[src/rtl/tag_lookup_ctrl.sv]
// tag_lookup_ctrl: hit/miss lookup, optional miss allocate and full flush over a 1-cycle-latency tag RAM
module tag_lookup_ctrl #(
  parameter int AWIDTH = 3,
  parameter int TWIDTH = 6,
  localparam int DWIDTH = TWIDTH + 1
) (
  input  logic                     clock,
  input  logic                     reset,
  input  logic                     req_valid,
  output logic                     req_ready,
  input  logic [TWIDTH+AWIDTH-1:0] req_addr,
  input  logic                     req_alloc,
  output logic                     rsp_valid,
  input  logic                     rsp_ready,
  output logic                     rsp_hit,
  output logic [AWIDTH-1:0]        rsp_index,
  input  logic                     flush_req,
  output logic                     flush_busy,
  output logic                     flush_done,
  output logic [AWIDTH-1:0]        ram_addr,
  output logic [DWIDTH-1:0]        ram_din,
  output logic                     ram_we,
  input  logic [DWIDTH-1:0]        ram_dout
);
  localparam int DEPTH = 1 << AWIDTH;
  typedef enum logic [1:0] {IDLE, LOOKUP, RESP, FLUSH} state_t;
  state_t              state;
  logic [TWIDTH-1:0]   tag;
  logic [AWIDTH-1:0]   idx;
  logic [AWIDTH-1:0]   cnt;
  logic                alloc;
  logic                pend;
  logic                hit;
  assign hit       = ram_dout[DWIDTH-1] && (ram_dout[TWIDTH-1:0] == tag);
  assign req_ready = (state == IDLE) && !pend && !flush_req;
  // IDLE presents the incoming index so the RAM data is ready in LOOKUP
  always_comb begin
    ram_addr = state == IDLE ? req_addr[AWIDTH-1:0] : state == FLUSH ? cnt : idx;
    ram_we   = !reset && (state == FLUSH || (state == LOOKUP && !hit && alloc));
    ram_din  = (state == LOOKUP && ram_we) ? {1'b1, tag} : '0;
  end
  always_ff @(posedge clock) begin
    if (reset) begin
      state      <= IDLE;
      tag        <= '0;
      idx        <= '0;
      alloc      <= 1'b0;
      rsp_valid  <= 1'b0;
      rsp_hit    <= 1'b0;
      rsp_index  <= '0;
      flush_busy <= 1'b0;
      flush_done <= 1'b0;
      pend       <= 1'b0;
      cnt        <= '0;
    end else begin
      flush_done <= 1'b0;
      if (flush_req && state != IDLE && state != FLUSH) pend <= 1'b1;
      case (state)
        IDLE: begin
          if (pend || flush_req) begin
            state      <= FLUSH;
            pend       <= 1'b0;
            flush_busy <= 1'b1;
          end else if (req_valid) begin
            tag   <= req_addr[TWIDTH+AWIDTH-1:AWIDTH];
            idx   <= req_addr[AWIDTH-1:0];
            alloc <= req_alloc;
            state <= LOOKUP;
          end
        end
        LOOKUP: begin
          rsp_hit   <= hit;
          rsp_index <= idx;
          rsp_valid <= 1'b1;
          state     <= RESP;
        end
        RESP: begin
          if (rsp_ready) begin
            rsp_valid <= 1'b0;
            state     <= IDLE;
          end
        end
        FLUSH: begin
          if (cnt == AWIDTH'(DEPTH - 1)) begin
            cnt        <= '0;
            flush_busy <= 1'b0;
            flush_done <= 1'b1;
            state      <= IDLE;
          end else begin
            cnt <= cnt + 1'b1;
          end
        end
        default: state <= IDLE;
      endcase
    end
  end
endmodule

[config.mk]
export PLATFORM = sky130hd
export DESIGN_NAME = tag_lookup_ctrl
export DESIGN_NICKNAME = d
export VERILOG_FILES = /design/src/rtl/tag_lookup_ctrl.sv
export SDC_FILE = /design/constraint.sdc
export NUM_CORES = 1
export LEC_CHECK = 0
export CORE_MARGIN = 8
export CORE_UTILIZATION = 45
export DETAILED_ROUTE_END_ITERATION = 8
export PLACE_DENSITY = 0.79
export SLEW_MARGIN = 20
export SYNTH_ARGS = -nofsm -noshare
export SYNTH_HDL_FRONTEND = slang
export SYNTH_SLANG_ARGS = --single-unit
[constraint.sdc]
create_clock -name clock -period 3.3 [get_ports clock]
set_clock_uncertainty 0.05 [all_clocks]
set_input_delay 0.66 -clock clock [delete_from_list [all_inputs] [get_ports clock]]
set_output_delay 0.66 -clock clock [all_outputs]
set_load 0.02 [all_outputs]
# --- Word-level counts from Yosys, hierarchy flattened ---
# Index checks and enable logic that the tools add are counted.
word_totals:
  regBits: 23
  latchBits: 0
  ram_bits: 0
  mem_bits_ro: 0
  in_bits: 22
  mem_count: 0
classes:
  add_sub_neg: 1
  multipliers: 0
  div_mod_pow: 0
  n_lt_le_gt_ge: 0
  eq_ne: 10
  shift: 0
  muxes: 18
  bitwise: 2
  reduce_logical: 24
ops:
  columns: ["operator", "n"]
  rows:
  - ["logical AND 1 bit", 9]
  - ["two-way mux 3 bit", 3]
  - ["AND reduction 3 bit", 3]
  - ["two-way mux 2 bit", 4]
  - ["case mux 2 bit (4 select lines)", 1]
  - ["two-way mux 1 bit", 7]
  - ["two-way mux 7 bit", 1]
  - ["equality test 6 bit", 1]
  - ["nonzero test 2 bit", 3]
  - ["equality test 2 bit (second input constant)", 2]
  - ["zero test 1 bit", 4]
  - ["inequality test 2 x 1 -> 1 bit (second input constant)", 2]
  - ["inequality test 2 bit (second input constant)", 2]
  - ["case mux 1 bit (2 select lines)", 2]
  - ["adder 3 x 1 -> 3 bit (second input constant)", 1]
  - ["equality test 3 bit (second input constant)", 1]
  - ["inequality test 3 x 2 -> 1 bit (second input constant)", 1]
  - ["equality test 2 x 1 -> 1 bit (second input constant)", 1]
  - ["zero test 2 bit", 1]
  - ["logical OR 1 bit", 2]
  - ["inverter 1 bit", 2]
  - ["AND reduction 2 bit", 1]
  - ["OR reduction 2 bit", 1]

# --- Longest topological paths before layout ---
depth:
  ltp_word: 9
  depth_mapped: 7
  mapped_depth_nobuf: 5

# --- Worst setup path before layout ---
# No wires, ideal clock.
synth_path:
  kind: "in2out"
  from: "in ram_dout[0]"
  to: "out ram_din[0]"
  t_arrival_ns: 1.485
  required_ns: 2.590
  path_slack_ns: 1.105
  stages: 4
  cell_sequence: "xnor2_1 -> and4_1 -> clkbuf_1 -> a21oi_1"
synth_between:
  elab_chain_cells: 9
synth_rtl:
  columns: ["element", "line_no", "rtl"]
  rows:
  - ["start, declared", "23", "input logic [DWIDTH-1:0] ram_dout"]
  - ["equality test 6 bit", "34", "assign hit = ram_dout[DWIDTH-1] && (ram_dout[TWIDTH-1:0] == tag);"]
  - ["logical AND 1 bit", "34", null]
  - ["zero test 1 bit", "39", "ram_we = !reset && (state == FLUSH || (state == LOOKUP && !hit && alloc));"]
  - ["logical AND 1 bit (2 in series)", "39", null]
  - ["logical OR 1 bit", "39", null]
  - ["logical AND 1 bit", "39", null]
  - ["logical AND 1 bit", "40", "ram_din = (state == LOOKUP && ram_we) ? {1'b1, tag} : '0;"]
  - ["two-way mux 7 bit", "40", null]
  - ["end, declared", "21", "output logic [DWIDTH-1:0] ram_din,"]
# Every way passes these cells.

# --- Final worst setup path ---
layout_path:
  from: "in ram_dout[4]"
  to: "out ram_din[0]"
# The elaborated chain is that of the path after synthesis.

==> impl_metrics.xml <==
<?xml version="1.0" encoding="UTF-8"?>
<metrics>
  <group name="sta">
    <metric name="max_clock_freq" unit="GHz">0.314</metric>
    <metric name="rsz0062_at_grt" unit="">false</metric>
    <metric name="report.final.setup_viol" unit="">0</metric>
    <metric name="final_min_period_over_clock_period" unit="%">96.5</metric>
    <metric name="fin_tns_setup" unit="ns">0</metric>
    <metric name="final_hold_viol_count" unit="">0</metric>
    <metric name="final.min_clock_period" unit="ns">3.18</metric>
    <metric name="slew_worst_pin" unit="ns">0.465</metric>
    <metric name="slew_viol_final" unit="">0</metric>
    <metric name="slew_headroom" unit="%">68.8</metric>
    <metric name="fin_hold_ws" unit="ns">0.434</metric>
  </group>
  <group name="critical_path">
    <metric name="critPathCaptureType" unit="">output port</metric>
    <metric name="critical_path.max_stage_delay" unit="ns">0.57</metric>
    <metric name="cp_max_fo" unit="">8</metric>
    <metric name="timing.critical_path.slowest_stage_cell" unit="">sky130_fd_sc_hd__clkdlybuf4s50_1</metric>
    <metric name="path_class" unit="">in2out</metric>
    <metric name="timing.critical_path.from_type" unit="">input pin</metric>
    <metric name="cp.required" unit="ns">2.59</metric>
    <metric name="path_cells" unit="">clkdlybuf4s50_1, xor2_1, nor4_4, a21oi_1, clkdlybuf4s50_1</metric>
    <metric name="crit_path_frequent_cell" unit="">sky130_fd_sc_hd__clkdlybuf4s50_1</metric>
    <metric name="worst_r2r_startpoint" unit="">state[1]</metric>
    <metric name="worst_endpoint_data_arrival_time" unit="ns">2.47</metric>
    <metric name="crit_start" unit="">ram_dout[4]</metric>
  </group>
  <group name="placed_design">
    <metric name="post_dp_cell_area" unit="um2">1660</metric>
    <metric name="dp_hpwl" unit="um">2520</metric>
    <metric name="numPortBuffers" unit="">40</metric>
    <metric name="gpl_congestion" unit="">0.760</metric>
  </group>
  <group name="synthesis">
    <metric name="post_synth.cell_area_avg" unit="um2">8.34</metric>
    <metric name="synthSimpleGateAreaFrac" unit="%">26.2</metric>
    <metric name="ys.flop_type" unit="">sky130_fd_sc_hd__dfxtp_1</metric>
    <metric name="async_set_or_reset_flop_fraction_in_the_synthesized_netlist" unit="%">0</metric>
    <metric name="synth_seq_cells" unit="">23</metric>
    <metric name="post-synth-top-area-fraction" unit="%">37.1</metric>
    <metric name="synth.yosys.warnings" unit="">0</metric>
    <metric name="post_synth_num_cell_types" unit="">36</metric>
    <metric name="synthMuxAreaShare" unit="%">7.25</metric>
    <metric name="synth.cell_area" unit="um2">1240</metric>
    <metric name="synthXorXnorAreaFrac" unit="%">4.23</metric>
    <metric name="post_synth_fa_ha_maj_area_fraction" unit="%">6.04</metric>
    <metric name="synth_top_family_by_area" unit="">simple AND/OR/NAND/NOR gates</metric>
    <metric name="instance_count_of_the_mapped_netlist" unit="">149</metric>
    <metric name="synth_top_area_cell" unit="">sky130_fd_sc_hd__dfxtp_1</metric>
    <metric name="synth_enable_flop_cells" unit="">0</metric>
    <metric name="yosys-top-cells-area" unit="">sky130_fd_sc_hd__dfxtp_1 37%, sky130_fd_sc_hd__a21oi_1 8.9%, sky130_fd_sc_hd__nand2_1 7.6%</metric>
    <metric name="synth_nets" unit="">177</metric>
    <metric name="synth-seq-area-share" unit="%">37.1</metric>
    <metric name="synth-compound-area-share" unit="%">14.3</metric>
  </group>
  <group name="global_route">
    <metric name="globalRouteOverflowTotal" unit="">0</metric>
    <metric name="grt_pass1_wl" unit="um">5180</metric>
    <metric name="grt_antenna_before_repair" unit="">0</metric>
    <metric name="track_usage" unit="%">14.3</metric>
    <metric name="grt_start_max_net_pins" unit="">15</metric>
    <metric name="first_global_vias" unit="">1165</metric>
  </group>
  <group name="power_and_ir_drop">
    <metric name="p_per_area" unit="nW/um2">560</metric>
    <metric name="vdd_drop_max" unit="mV">0.434</metric>
    <metric name="p_leak" unit="uW">0.000631</metric>
    <metric name="total_power" unit="uW">948</metric>
  </group>
  <group name="cells_and_area">
    <metric name="flow.area_growth_from_synthesis" unit="%">36.4</metric>
    <metric name="layout-drive-gt1-share" unit="%">6.95</metric>
    <metric name="antenna_cells_inserted" unit="">0</metric>
    <metric name="final_nets" unit="">216</metric>
    <metric name="final_cell_area" unit="um2">1690</metric>
  </group>
  <group name="die">
    <metric name="fp.dieArea" unit="um2">4700</metric>
    <metric name="io_pins" unit="">41</metric>
    <metric name="core" unit="um2">2690</metric>
    <metric name="fp.dieW" unit="um">68.5</metric>
    <metric name="core.rowCount" unit="">19</metric>
    <metric name="die-height" unit="um">68.5</metric>
    <metric name="floorplan.initialDensity" unit="%">46.3</metric>
  </group>
  <group name="detailed_routing">
    <metric name="detailroute.via_count" unit="">1164</metric>
    <metric name="wl_per_cell" unit="um">14.8</metric>
    <metric name="detail_route.drc_violations" unit="">0</metric>
    <metric name="routed_via_density" unit="">5.34</metric>
    <metric name="drt-pass1-iter-count" unit="">4</metric>
    <metric name="ant_nets" unit="">0</metric>
    <metric name="totalWireLength" unit="um">3220</metric>
    <metric name="initialDrtViolationCount" unit="">36</metric>
  </group>
  <group name="flow_run">
    <metric name="cap_viol_max_count" unit="">0</metric>
  </group>
  <group name="clock_tree">
    <metric name="ctsLongestPathBuffers" unit="">2</metric>
    <metric name="ctsHtreeMaxLevel" unit="">1</metric>
    <metric name="cts-buffers-inserted" unit="">3</metric>
    <metric name="holdBufCountCts" unit="">0</metric>
    <metric name="clk_transition_reported_paths" unit="ns">0.13</metric>
    <metric name="tritoncts_num_sinks" unit="">23</metric>
    <metric name="tritoncts" unit="">built</metric>
    <metric name="clk_latency" unit="ns">0.32</metric>
    <metric name="cts.root.buffer_cell" unit="">sky130_fd_sc_hd__clkbuf_4</metric>
  </group>
  <group name="worst_hold_path">
    <metric name="min_path_type" unit="">reg2reg</metric>
    <metric name="worst_hold_startpoint" unit="">idx[2]</metric>
  </group>
  <group name="run_status">
    <metric name="outcome" unit="">complete, no violations</metric>
  </group>
</metrics>
## sequential cells by signal, indices dropped and copies added (netlist names)
name and count:
alloc 1, cnt 3, flush_busy 1, flush_done 1
idx 3, pend 1, rsp_hit 1, rsp_index 3
rsp_valid 1, state 2, tag 6
## worst max-delay path, delay by kind of cell
kind	cells	cell delay [ns]
and+or+nand+nor	1	0.46
buffers and inverters	2	1.00
xor gates and xnor gates	1	0.20
AOI/OAI and AO/OA	1	0.15
## routing by layer
| metal | GRT usage, % | routed length, um | up-vias |
|---|---|---|---|
| met2 | 25.6 | 1580 | 33 |
| met1 | 15.4 | 1340 | 541 |
| met5 | 0 | 0 | - |
| met4 | 4.60 | 33 | 0 |
| li1 | - | - | 588 |
| met3 | 5.01 | 267 | 2 |
## metrics by stage
| step | setup WS [ns] | cells | utilization [%] |
|---|---|---|---|
| global placement | 0.190 | 214 | 61.9 |
| finish | 0.116 | 218 | 63.1 |
| detailed placement | 0.124 | 214 | 61.9 |
| floorplan | 1.11 | 149 | - |
| global route | 0.0314 | 218 | 63.1 |
| CTS | 0.0526 | 218 | 62.9 |
## cell families after synthesis
kind of cell / count (synthesis)
buffers and inverters: 13
DFF: 23
AOI/OAI and AO/OA: 32
and+or+nand+nor: 60
muxes: 9
adders and majority gates: 6
xor gates and xnor gates: 6
## power by group
group	leakage (uW)	internal, uW	switching, uW
registers	0.000187	322	36.2
logic	0.000426	210	245
clock network	0.0000177	45.5	89.1
total	0.000631	578	371
## path summary, 6_finish.rpt
check                     to  slack [ns]  cells past startpoint
hold reg to reg       idx[2]        0.43                      2
setup reg to reg      idx[1]        1.53                      5
setup / recovery  ram_din[0]        0.12                      5
hold / removal        idx[2]        0.43                      2
## area by class of cell
type                       count  area [um2]
tap                           31        38.8
inverter                       3        11.3
fill                         248         992
clock inverter                 1        5.00
sequential                    23         460
timing repair buffer          44         430
clock buffer                   3        22.5
multi-input combinational    113         726
## layout by cell type, fill, tap and decap left out, types with 2 or more instances in the layout
cell type and count:
sky130_fd_sc_hd__clkdlybuf4s50_1 40, sky130_fd_sc_hd__nand2_1 25, sky130_fd_sc_hd__dfxtp_1 23, sky130_fd_sc_hd__a21oi_1 22
sky130_fd_sc_hd__mux2i_1 9, sky130_fd_sc_hd__nor2_1 8, sky130_fd_sc_hd__nand3_1 6, sky130_fd_sc_hd__nor2b_1 5
sky130_fd_sc_hd__o21ai_0 4, sky130_fd_sc_hd__ha_1 4, sky130_fd_sc_hd__buf_4 4, sky130_fd_sc_hd__xnor2_1 3
sky130_fd_sc_hd__xor2_1 3, sky130_fd_sc_hd__inv_1 3, sky130_fd_sc_hd__nand2b_1 3, sky130_fd_sc_hd__clkbuf_4 3
sky130_fd_sc_hd__nor3_1 2, sky130_fd_sc_hd__ha_2 2
## cell usage after synthesis (all sizes together), types with 4 or more instances
| master | count |
|---|---|
| buf | 6 |
| dfxtp | 23 |
| a21oi | 22 |
| nor2b | 5 |
| ha | 6 |
| mux2i | 9 |
| nand2 | 25 |
| nor2 | 8 |
| nand3 | 6 |
| clkbuf | 4 |
| o21ai | 4 |
## repair_timing
item                                    4_1_cts  5_1_grt
endpoints found under the setup margin        0        8
resized for setup                             0        2
setup buffers                                 0        0
(Power assumes the default switching activity.)
